===== src/rtl/rr_mux16.sv =====
// 16-to-1 round-robin channel collector: merges 16 valid/ready sources into one
// registered output stream tagged with the 4-bit index of the supplying channel.
module rr_mux16 #(
   parameter int WIDTH = 8
) (
   input  logic                  clk,
   input  logic                  rst_n,
   input  logic [15:0]           in_valid,
   input  logic [16*WIDTH-1:0]   in_data,
   output logic [15:0]           in_ready,
   input  logic [15:0]           chan_en,
   output logic                  out_valid,
   output logic [WIDTH-1:0]      out_data,
   output logic [3:0]            out_sel,
   input  logic                  out_ready,
   output logic                  busy
);

   logic [3:0]       r_ptr;
   logic             r_outValid;
   logic [WIDTH-1:0] r_outData;
   logic [3:0]       r_outSel;

   logic [15:0]      w_req;
   logic             w_load;
   logic             w_grantValid;
   logic [3:0]       w_grantIdx;
   logic [3:0]       w_scanIdx;
   logic             w_xfer;

   assign w_req  = in_valid & chan_en;
   assign w_load = !r_outValid || out_ready;

   // Scan from the farthest offset down to offset 0 so the nearest request at or
   // after r_ptr is the last one written and therefore wins.
   always_comb begin
      w_grantValid = 1'b0;
      w_grantIdx   = 4'd0;
      w_scanIdx    = 4'd0;
      for (int i = 15; i >= 0; i--) begin
         w_scanIdx = r_ptr + 4'(i);
         if (w_req[w_scanIdx]) begin
            w_grantValid = 1'b1;
            w_grantIdx   = w_scanIdx;
         end
      end
   end

   assign w_xfer   = rst_n && w_load && w_grantValid;
   assign in_ready = w_xfer ? (16'h0001 << w_grantIdx) : 16'h0000;

   always_ff @(posedge clk or negedge rst_n) begin
      if (!rst_n) begin
         r_ptr      <= 4'd0;
         r_outValid <= 1'b0;
         r_outData  <= '0;
         r_outSel   <= 4'd0;
      end else if (w_xfer) begin
         r_ptr      <= w_grantIdx + 4'd1;
         r_outValid <= 1'b1;
         r_outData  <= in_data[w_grantIdx*WIDTH +: WIDTH];
         r_outSel   <= w_grantIdx;
      end else if (r_outValid && out_ready) begin
         r_outValid <= 1'b0;
      end
   end

   assign out_valid = r_outValid;
   assign out_data  = r_outData;
   assign out_sel   = r_outSel;
   assign busy      = (|w_req) || r_outValid;

endmodule


===== config.mk =====
export PLATFORM = sky130hd
export DESIGN_NAME = rr_mux16
export DESIGN_NICKNAME = d
export VERILOG_FILES = /design/src/rtl/rr_mux16.sv
export SDC_FILE = /design/constraint.sdc
export NUM_CORES = 1
export LEC_CHECK = 0
export CELL_PAD_IN_SITES_DETAIL_PLACEMENT = 1
export CELL_PAD_IN_SITES_GLOBAL_PLACEMENT = 2
export CORE_UTILIZATION = 27
export CTS_BUF_LIST = sky130_fd_sc_hd__clkbuf_4 sky130_fd_sc_hd__clkbuf_8
export DETAILED_ROUTE_END_ITERATION = 8
export HOLD_SLACK_MARGIN = 0.06
export PLACE_DENSITY = 0.9
export SETUP_SLACK_MARGIN = 0.1
export SYNTH_ARGS = -nofsm -noshare
export SYNTH_HDL_FRONTEND = slang
export SYNTH_SLANG_ARGS = --single-unit

===== constraint.sdc =====
create_clock -name clk -period 17.18 [get_ports clk]
set_input_delay 4.295 -clock clk [delete_from_list [all_inputs] [get_ports clk]]
set_output_delay 4.295 -clock clk [all_outputs]
set_load 0.05 [all_outputs]

# After elaboration in Yosys (flattened, before gate mapping)
# Index checks and enable logic that the tools add are counted.
# totals
reg_bits	17
inputBits	163
out_inout_bits	30
wordCells	114
# classes
addsub	16
magnitude_cmp	16
n_shift	2
muxes	67
bitwise_logic	1
reduce_logical	8
# ops
operator	count
variable part select 128 x 8 -> 8 bit	1
< comparator 4 x 5 -> 1 bit, second input constant	16
binary-select mux 1 bit (select 4 bit)	16
2-to-1 mux 4 bit	16
2-to-1 mux 1 bit	34
adder 4 bit, second input constant	8
adder 4 x 3 -> 4 bit, second input constant	4
bitwise AND 16 bit	1
2-to-1 mux 16 bit	1
OR reduction 16 bit	1
left shift 1 x 4 -> 16 bit, first input constant	1
adder 4 x 1 -> 4 bit, second input constant	2
adder 4 x 2 -> 4 bit, second input constant	2
logical AND 1 bit	3
logical OR 1 bit	2
nonzero test 2 bit	1
logical NOT 1 bit	1

# Depth between registers and ports, before layout
# Gate-level depths: netlist of the first run.
# depth
depth_word	21
mapped_depth	21
mapped_depth_nobuf	14

# Least setup slack after synthesis of the first run
# Ideal clock, no wire load.
# synth_path
kind	input to output
startpoint	input port in_valid[2]
endpoint	output port in_ready[0]
arrival_ps	7671
required_ps	12885
setup_slack_ps	5214
path_stages	13
path_buffers	2
path_cell_list	and2_1 > mux4_2 > a22oi_1 > o21ai_1 > or4_1 > nor3_2 > a2111oi_4 > nor2_4 > inv_4 > buf_4 > buf_2 > or2_1 > nor2_1
# synth_via
elab_chain_len	21
word_cells_on_any_way	68
classes_between	shift: 1; mux: 65; bitwise: 1; reduce/logical: 1
# synth_lines
item	line	rtl
start, declared	8	input logic [15:0] in_valid,
bitwise AND 16 bit (*)	31	assign w_req = in_valid & chan_en;
binary-select mux 1 bit (select 4 bit)	42	if (w_req[w_scanIdx]) begin
2-to-1 mux 1 bit (not written as such)	42	
2-to-1 mux 4 bit / 2-to-1 mux 1 bit (equally long branches) (16 in a row)	42	
left shift 1 x 4 -> 16 bit / logical AND 1 bit (equally long branches)	50, 49	
2-to-1 mux 16 bit (*)	50	assign in_ready = w_xfer ? (16'h0001 << w_grantIdx) : 16'h0000;
end, declared	10	output logic [15:0] in_ready,
# Every way passes the cells marked *; elsewhere a longest branch is shown, timed or not. The select of a mux whose other input is x is not followed.

# Worst setup path after layout of the first run
# layout_path
startpoint	input port chan_en[15]
endpoint	output port in_ready[3]
# layout_via
elab_chain_len	21
word_cells_on_any_way	68
classes_between	shift: 1; mux: 65; bitwise: 1; reduce/logical: 1
# layout_lines
item	line	rtl
start, declared	11	input logic [15:0] chan_en,
bitwise AND 16 bit (*)	31	
binary-select mux 1 bit (select 4 bit)	42	
2-to-1 mux 1 bit (not written as such)	42	
2-to-1 mux 4 bit / 2-to-1 mux 1 bit (equally long branches) (16 in a row)	42	
left shift 1 x 4 -> 16 bit / logical AND 1 bit (equally long branches)	50, 49	
2-to-1 mux 16 bit (*)	50	
# Marks and branches as above.

==> summary.md, run 1 <==
| Metric | Value |
|---|---|
| Clock latency on the worst-skew pair | `0.25 ns` |
| Slew @ Worst Pin | `1.10 ns` |
| Multi-input logic area | `around 4300 um2` |
| Area taken by flip-flops and latches | `425 um2` |
| Initial DRC count | `508` |
| Final setup viols | `0` |
| RR Startpoint | `r_ptr[1]` |
| Synthesized flop and latch total | `17` |
| Area after DPL | `7100 um2` |
| CP delay by family, top | `simple AND/OR/NAND/NOR gates` |
| Routability cong. | `0.961` |
| Commonest register cell after synthesis | `dfrtp_1` |
| Outcome | `complete, no violations` |
| Sequential area share after synthesis | `8.40%` |
| Final Non-Filler Cells | `1077` |
| Crit path largest cell delay | `0.82 ns` |
| Synth-to-Final Area Change | `41.2%` |
| Overall routing resource usage | `25.0%` |
| Total CTS buffers | `3` |
| Synth Cell Area | `slightly above 5000 um2` |
| CP arrival | `roughly 9.4 ns` |
| DIE HEIGHT | `~140 um` |
| Min-Delay Startpoint | `out_sel[3]` |
| Tmin final | `13.73 ns` |
| Setup WS pre-CTS | `3.52 ns` |
| CP bufs+invs | `4` |
| Setup TNS | `0 ns` |
| Crit Path Category | `primary input to output pin` |
| Yosys top cell by area | `dfrtp_1` |
| Final #Nets | `approximately 1000` |
| Slew HR | `26.1%` |
| Core area | `18100 um2` |
| Hold_buf cts | `0` |
| Clock root cell | `clkbuf_8` |
| Via density | `5.99` |
| Wirelength per Cell | `around 23 um` |
| Synth unique cells | `82` |
| Rows | `49` |
| Initial antenna violation count | `1` |
| Routed WL | `24600 um` |
| Post-DP HPWL | `19700 um` |
| First-pass GRT wire length | `38200 um` |
| Routed Antenna Nets | `0` |
| Fin. Hold Viols | `0` |
| Initial Utilization | `27.9%` |
| Post-Syn Instances | `just under 700` |
| Part of the cycle the worst path needs | `79.9%` |
| Via count | `6451` |
| Commonest cells in the netlist | `nand2_1, o21ai_0, nand4_1, o211ai_1, nor2_1` |
| Die X-Extent | `approximately 140 um` |
| Share of cells above drive strength 1 | `8.85%` |
| Post-synthesis async set-or-reset flop share | `100%` |
| GR Overflow Total | `0` |
| IO buf count | `192` |
| Fmax | `approximately 73 MHz` |
| Fin area | `7150 um2` |
| Post-synth EDFFs | `0` |
| Die area | `around 19000 um2` |
| Largest net degree at the start of global routing | `61` |
| CTS clock-pin slew for the worst setup and hold paths | `about 0.070 ns` |
| TritonCTS Sinks | `17` |
| Count leader, synth | `nand2_1` |
| YS warnings | `0` |
| CTS tree | `yes` |
| Vias in the first global route | `6433` |
| Number of iterations in the first detailed-routing pass | `5` |
| Residual DRC count | `0` |
| CP required | `12.89 ns` |
| Num ports | `193` |
| Placed cell count | `1072` |
| Syn avg cell area | `7.35 um2` |
| Critical path's slowest cell | `clkdlybuf4s50_1` |
| Max H-tree Level | `1` |
| Syn Nets | `860` |
| Max clock buf depth | `2` |
| RSZ-0062 raised after global routing | `false` |
| Slew Viols, Final | `0` |
| CP max FO | `60` |
| CP Cell Sequence | `clkdlybuf4s50_1 > nand3b_1 > nand4_1 > nand4_1 > mux2i_1 > a2111oi_0 > nor4b_2 > a2111oi_4 > buf_4 > nor2_4 > inv_4 > or2_1 > nor2_1 > clkdlybuf4s50_1` |
| Dominant cells by area after synthesis | `dfrtp_1, mux4_2, o211ai_1, nand4_1, o21ai_0` |
| CP Capture Type | `output pin` |
| CP Launch Point | `chan_en[15]` |
| CP Launch Type | `primary input` |
| Resize count post-CTS | `0` |
| Fillers | `approximately 2200` |
| Max-cap violations | `0` |
| Worst Clk Skew | `approximately 0.0056 ns` |
| Post-route setup slack | `roughly 3.5 ns` |
| Reg2reg setup slack | `between 10 and 15 ns` |
| Post-CTS setup buffer count | `0` |
| Min-Delay Path Class | `flip-flop to flip-flop` |
| Post-synth top area share | `8.40%` |
## worst min-delay path: stages, from the launching register on
cell and delay [ns]:
dfrtp_1 0.35, nand2_1 0.05, nand2_1 0.06
## layer usage
metal  share of wire [%]  global-route usage (%)  up-vias  routed length [um]
met4                 1.2                    4.21        0                 289
met3                 5.5                    3.14       20                1360
li1                    -                       -     3012                   -
met2                  50                    42.4      252               12200
met5                   0                       0        -                   0
met1                  44                    34.1     3167               10800
## stage by stage
step           utilization, %  hold slack (ns)
2_1_floorplan               -            0.744
3_3_place_gp             39.1            0.459
3_5_place_dp             39.1            0.488
4_1_cts                  39.4            0.499
5_1_grt                  39.4            0.531
6_report                 39.4            0.494
## state kept, by name (all words and copies together), names as in the netlist
| name | count |
|---|---|
| out_sel | 4 |
| out_data | 8 |
| r_ptr | 4 |
| out_valid | 1 |
## kinds of logic after synthesis
group | Yosys count | synth area share, %
xor+xnor | 17 | 3.24
buf+inv | 86 | 7.76
compound gates | 221 | 31.3
fa+ha+maj | 8 | 1.98
simple gates | 292 | 33.0
flops | 17 | 8.40
mux | 48 | 14.3
## path summary, 6_finish.rpt
path / end / cells after the start
min in group asynchronous: out_data[5] / 1
max: in_ready[3] / 14
min reg2reg: out_sel[3] / 2
min: out_sel[3] / 2
max reg2reg: out_data[2] / 16
max in group asynchronous: r_ptr[2] / 1
## cell usage in the layout (no fill, tap or decap), types with 8 or more instances in the layout
master	instances
ha_1	8
nor2_1	39
a41oi_1	12
a21oi_1	23
o21ai_0	53
nand4b_1	13
nand2_1	65
nand4_1	49
dfrtp_1	17
mux4_2	17
clkdlybuf4s50_1	192
nand3b_1	13
mux2_2	9
and2_1	32
buf_4	9
inv_1	34
nor3_1	10
xnor2_1	11
nand3_1	21
o211ai_1	43
mux2i_1	15
## area by class of cell
| class | count | area share (%) |
|---|---|---|
| multi-input combinational | 586 | 59.5 |
| clock inverter | 1 | 0.0700 |
| clock buffer | 3 | 0.578 |
| tap | 229 | 4.01 |
| inverter | 39 | 2.08 |
| timing repair buffer | 201 | 27.8 |
| antenna | 1 | 0.0350 |
| sequential | 17 | 5.95 |
Power of run 1 is left out: the tool's default activity adds up to more than one toggle a clock period on the data nets, which glitch-free logic cannot reach.
==> inputs of run 2 (changes only) <==
--- a/config.mk
+++ b/config.mk
@@ -7,11 +7,11 @@
 export LEC_CHECK = 0
 export CELL_PAD_IN_SITES_DETAIL_PLACEMENT = 1
 export CELL_PAD_IN_SITES_GLOBAL_PLACEMENT = 2
-export CORE_UTILIZATION = 27
+export CORE_UTILIZATION = 25
 export CTS_BUF_LIST = sky130_fd_sc_hd__clkbuf_4 sky130_fd_sc_hd__clkbuf_8
 export DETAILED_ROUTE_END_ITERATION = 8
 export HOLD_SLACK_MARGIN = 0.06
-export PLACE_DENSITY = 0.9
+export PLACE_DENSITY = 0.84
 export SETUP_SLACK_MARGIN = 0.1
 export SYNTH_ARGS = -nofsm -noshare
 export SYNTH_HDL_FRONTEND = slang
==> constraint.sdc (replaced) <==
create_clock -name clk -period 13.1 [get_ports clk]
set_input_delay 3.275 -clock clk [delete_from_list [all_inputs] [get_ports clk]]
set_output_delay 3.275 -clock clk [all_outputs]
set_load 0.05 [all_outputs]
==> summary.md, run 2 (synthesis gave the netlist of run 1 again) <==
| Metric | Value |
|---|---|
| Outcome | `complete, no violations` |
| Hold_buf cts | `0` |
| CP arrival | `8.61 ns` |
| Setup TNS | `0 ns` |
| Clock root cell | `clkbuf_8` |
| Synth-to-Final Area Change | `42.4%` |
| Slew @ Worst Pin | `1.04 ns` |
| Core area | `19700 um2` |
| CTS tree | `yes` |
| First-pass GRT wire length | `38400 um` |
| Residual DRC count | `0` |
| CP required | `9.82 ns` |
| IO buf count | `~190` |
| RR Endpoint | `r_ptr[2]` |
| Die area | `approximately 21000 um2` |
| Rows | `51` |
| Clock latency on the worst-skew pair | `0.25 ns` |
| Number of iterations in the first detailed-routing pass | `5` |
| Initial DRC count | `447` |
| Routability cong. | `between 0.9 and 1` |
| Min-Delay Path Class | `flip-flop to flip-flop` |
| Post-CTS setup buffer count | `0` |
| Largest net degree at the start of global routing | `61` |
| ANT cells | `0` |
| Share of cells above drive strength 1 | `a little under a tenth` |
| Initial antenna violation count | `0` |
| Vias in the first global route | `6366` |
| GR Overflow Total | `0` |
| Worst R2R Path Depth | `13` |
| Fin. Hold Viols | `0` |
| Fmax | `84.1 MHz` |
| Routed WL | `25600 um` |
| Max clock buf depth | `2` |
| RR Startpoint | `r_ptr[0]` |
| Die X-Extent | `144 um` |
| Overall routing resource usage | `24.1%` |
| Final #Nets | `slightly above 1000` |
| Most frequent cells in the layout | `clkdlybuf4s50_1, nand2_1, o21ai_0, nand4_1, o211ai_1` |
| CP max FO | `11` |
| Min-Delay Startpoint | `out_sel[1]` |
| RSZ-0062 raised after global routing | `false` |
| Final setup viols | `0` |
| Part of the cycle the worst path needs | `90.7%` |
| CP Launch Type | `primary input` |
| CTS clock-pin slew for the worst setup and hold paths | `about 0.070 ns` |
| Initial Utilization | `between 20% and 30%` |
| Wirelength per Cell | `22.9 um` |
| Hold EP | `out_sel[1]` |
| DIE HEIGHT | `144 um` |
| CP Capture Type | `output pin` |
| Reg2reg setup slack | `7.19 ns` |
| Routed Antenna Nets | `0` |
| CP Cell Sequence | `clkdlybuf4s50_1 > and2_1 > mux4_2 > a221oi_1 > nand2_1 > a211o_1 > o211ai_1 > a211o_1 > nand4_2 > inv_1 > ha_1 > inv_1 > nor2_1 > clkdlybuf4s50_1` |
| TritonCTS Sinks | `17` |
| Max H-tree Level | `1` |
| Post-DP HPWL | `20700 um` |
| Slew Viols, Final | `0` |
| Via count | `6537` |
| Crit Path Category | `primary input to output pin` |
| Commonest non-fill, non-tap cell in the layout | `clkdlybuf4s50_1` |
| Worst Clk Skew | `0.00620 ns` |
| Critical path's slowest cell | `clkdlybuf4s50_1` |
| Slew HR | `30.5%` |
| Num ports | `193` |
| Via density | `about 6` |
| Total CTS buffers | `3` |
| Fillers | `around 2400` |
| Tmin final | `about 12 ns` |
| WHS Path Cells | `2` |
| Resize count post-CTS | `0` |
| Max-cap violations | `0` |
| Max reg flops | `8` |
| Crit path largest cell delay | `0.84 ns` |
## run 2: cell count changes in the layout (fill, tap and decap cells not counted)
cell	change
buf_4	+2
a211oi_1	-1
a211oi_2	+1
clkbuf_4	+1
clkinv_2	-1
diode_2	-1
## run 2: metal layers
layer	up-vias	routed length, um	GRT usage, %
li1	3015	-	-
met3	26	1290	2.58
met4	0	325	3.27
met5	-	0	0
met1	3269	11300	33.1
met2	227	12600	41.2
## run 2: metrics by stage
stage	setup WS, ns	hold slack [ns]	cell area (um2)	instances	util, %
finish	1.21	0.493	7210	1114	36.7
global route	0.969	0.507	7210	1114	36.7
CTS	1.32	0.494	7210	1114	36.7
detailed placement	1.35	0.470	7170	1110	36.5
global placement	1.32	0.461	7170	1110	36.5
floorplan	3.17	0.744	5060	689	-
## run 2: worst max path at each step
| stage | start | end | cells past startpoint |
|---|---|---|---|
| floorplan | in_valid[2] | in_ready[0] | 13 |
| global placement | in_valid[12] | in_ready[7] | 14 |
| detailed placement | in_valid[8] | in_ready[7] | 14 |
| CTS | in_valid[8] | in_ready[7] | 14 |
| global route | in_valid[8] | in_ready[7] | 14 |
| finish | in_valid[8] | in_ready[7] | 14 |
## run 2: area by class of cell
cell class	instances	area [um2]	share of cell area [%]
multi-input cells	586	4260	59.0
repair buffers	203	2000	27.8
flip-flops and latches	17	425	5.90
well taps	265	332	4.60
inverters	39	149	2.06
clock buffers	4	48.8	0.676
## run 2: worst max-delay path: cells and delay by family
family                     cells  cell delay (ns)
muxes                          1             0.52
buffers and inverters          4             1.86
adders and majority gates      1             0.23
AOI/OAI and AO/OA              4             1.74
and+or+nand+nor                4             0.97
Power of run 2 is left out for the same reason.
==> inputs of run 3 (changes only) <==
--- a/config.mk
+++ b/config.mk
@@ -10,9 +10,11 @@
 export CORE_UTILIZATION = 25
 export CTS_BUF_LIST = sky130_fd_sc_hd__clkbuf_4 sky130_fd_sc_hd__clkbuf_8
 export DETAILED_ROUTE_END_ITERATION = 8
+export GPL_ROUTABILITY_DRIVEN = 0
 export HOLD_SLACK_MARGIN = 0.06
 export PLACE_DENSITY = 0.84
 export SETUP_SLACK_MARGIN = 0.1
+export SKIP_LAST_GASP = 1
 export SYNTH_ARGS = -nofsm -noshare
 export SYNTH_HDL_FRONTEND = slang
 export SYNTH_SLANG_ARGS = --single-unit
==> summary.md, run 3 (synthesis gave the netlist of run 1 again) <==
| Metric | Value |
|---|---|
| Post-DP HPWL | `20000 um` |
| Post-route setup slack | `1.22 ns` |
| Max clock buf depth | `2` |
| CP Launch Type | `primary input` |
| Setup TNS | `0 ns` |
| Overall routing resource usage | `23.6%` |
| RR Startpoint | `r_ptr[0]` |
| Met3 Wirelength | `about 1500 um` |
| Via density | `5.83` |
| Max layer used | `met4` |
| Max reg flops | `8` |
| Outcome | `complete, no violations` |
| Initial DRC count | `474` |
| Routed WL | `24800 um` |
| Met2 WL | `12100 um` |
| Die X-Extent | `144 um` |
| Hold_buf cts | `0` |
| Via count | `6497` |
| Largest net degree at the start of global routing | `61` |
| Crit path to | `in_ready[7]` |
| Commonest non-fill, non-tap cell in the layout | `clkdlybuf4s50_1` |
| RR Endpoint | `r_ptr[2]` |
| CTS clock-pin slew for the worst setup and hold paths | `0.06 ns` |
| Wirelength per Cell | `22.3 um` |
| Die area | `20800 um2` |
| CP Capture Type | `output pin` |
| GR Overflow Total | `0` |
| CP max FO | `11` |
| Part of the cycle the worst path needs | `about nine tenths` |
| RSZ-0062 raised after global routing | `false` |
| CTS tree | `yes` |
| Slew @ Worst Pin | `1.08 ns` |
| Most frequent cells in the layout | `clkdlybuf4s50_1, nand2_1, o21ai_0, nand4_1, o211ai_1` |
| Initial Utilization | `25.8%` |
| WHS Path Cells | `2` |
| Slew HR | `27.2%` |
| Final #Nets | `roughly 1000` |
| First-pass GRT wire length | `between 30000 and 40000 um` |
| CP arrival | `8.60 ns` |
| Reg2reg setup slack | `7.55 ns` |
| Final setup viols | `0` |
| Worst R2R Path Depth | `13` |
| Fmax | `between 80 and 90 MHz` |
| DIE HEIGHT | `144 um` |
| Num ports | `193` |
| IO buf count | `192` |
| Synth-to-Final Area Change | `42.5%` |
| Clock latency on the worst-skew pair | `0.25 ns` |
| Max H-tree Level | `1` |
| Crit Path Category | `primary input to output pin` |
| Total CTS buffers | `3` |
| Setup WS pre-CTS | `1.37 ns` |
| Tmin final | `approximately 12 ns` |
| Met1 WL | `10800 um` |
| TritonCTS Sinks | `17` |
| Worst Clk Skew | `slightly above 0.006 ns` |
| Fin. Hold Viols | `0` |
| Resize count post-CTS | `0` |
| Clock root cell | `clkbuf_8` |
| Core area | `19700 um2` |
| CP required | `~9.8 ns` |
| Min-Delay Path Class | `flip-flop to flip-flop` |
| Vias in the first global route | `6310` |
| Residual DRC count | `0` |
| Share of cells above drive strength 1 | `9.19%` |
| Post-CTS setup buffer count | `0` |
| Max-cap violations | `0` |
| Initial antenna violation count | `1` |
| CP Launch Point | `in_valid[9]` |
| Routed Antenna Nets | `0` |
| Number of iterations in the first detailed-routing pass | `4` |
| Slew Viols, Final | `0` |
| Rows | `between 50 and 60` |
==> run 3: changes by cell type in the layout (fill, tap and decap cells not counted), sizes merged <==
| cell | change |
|---|---|
| diode | +1 |
==> run 3: worst min-delay path by stage <==
stage | startpoint | end | slack [ns]
finish | out_sel[2] | out_sel[2] | 0.49
global route | out_sel[1] | out_sel[1] | 0.54
CTS | out_sel[2] | out_sel[2] | 0.49
detailed placement | out_sel[0] | out_sel[0] | 0.47
global placement | out_sel[0] | out_sel[0] | 0.46
floorplan | out_sel[3] | out_sel[3] | 0.74
==> run 3: through the flow <==
stage	cell area, um2	cells	hold slack (ns)	utilization (%)
CTS	7210	1114	0.492	36.7
global route	7220	1115	0.541	36.7
floorplan	5060	689	0.744	-
finish	7220	1115	0.488	36.7
detailed placement	7170	1110	0.474	36.5
global placement	7170	1110	0.460	36.5
==> run 3: routing by layer <==
metal	up-vias	track usage, %
li1	3015	-
met1	3237	32.2
met2	219	39.2
met3	26	3.58
met4	0	4.21
met5	-	0
==> run 3: area by class of cell <==
| class | count | area (um2) |
|---|---|---|
| Antenna cell | 1 | 2.50 |
| Multi-Input combinational cell | 586 | 4260 |
| Fill cell | 2450 | 12400 |
| Tap cell | 265 | 332 |
| Inverter | 39 | 149 |
| Sequential cell | 17 | 425 |
| Timing Repair Buffer | 203 | 2000 |
| Clock buffer | 4 | 48.8 |
==> run 3: critical path: stages <==
cell and delay, ns:
clkdlybuf4s50_1 0.51, and2_1 0.23, mux4_2 0.50, a221oi_1 0.68
nand2_1 0.25, a211o_1 0.32, o211ai_1 0.31, a211o_1 0.43
nand4_2 0.39, inv_1 0.47, ha_1 0.23, inv_1 0.05
nor2_1 0.10, clkdlybuf4s50_1 0.84
Power of run 3 is left out for the same reason.
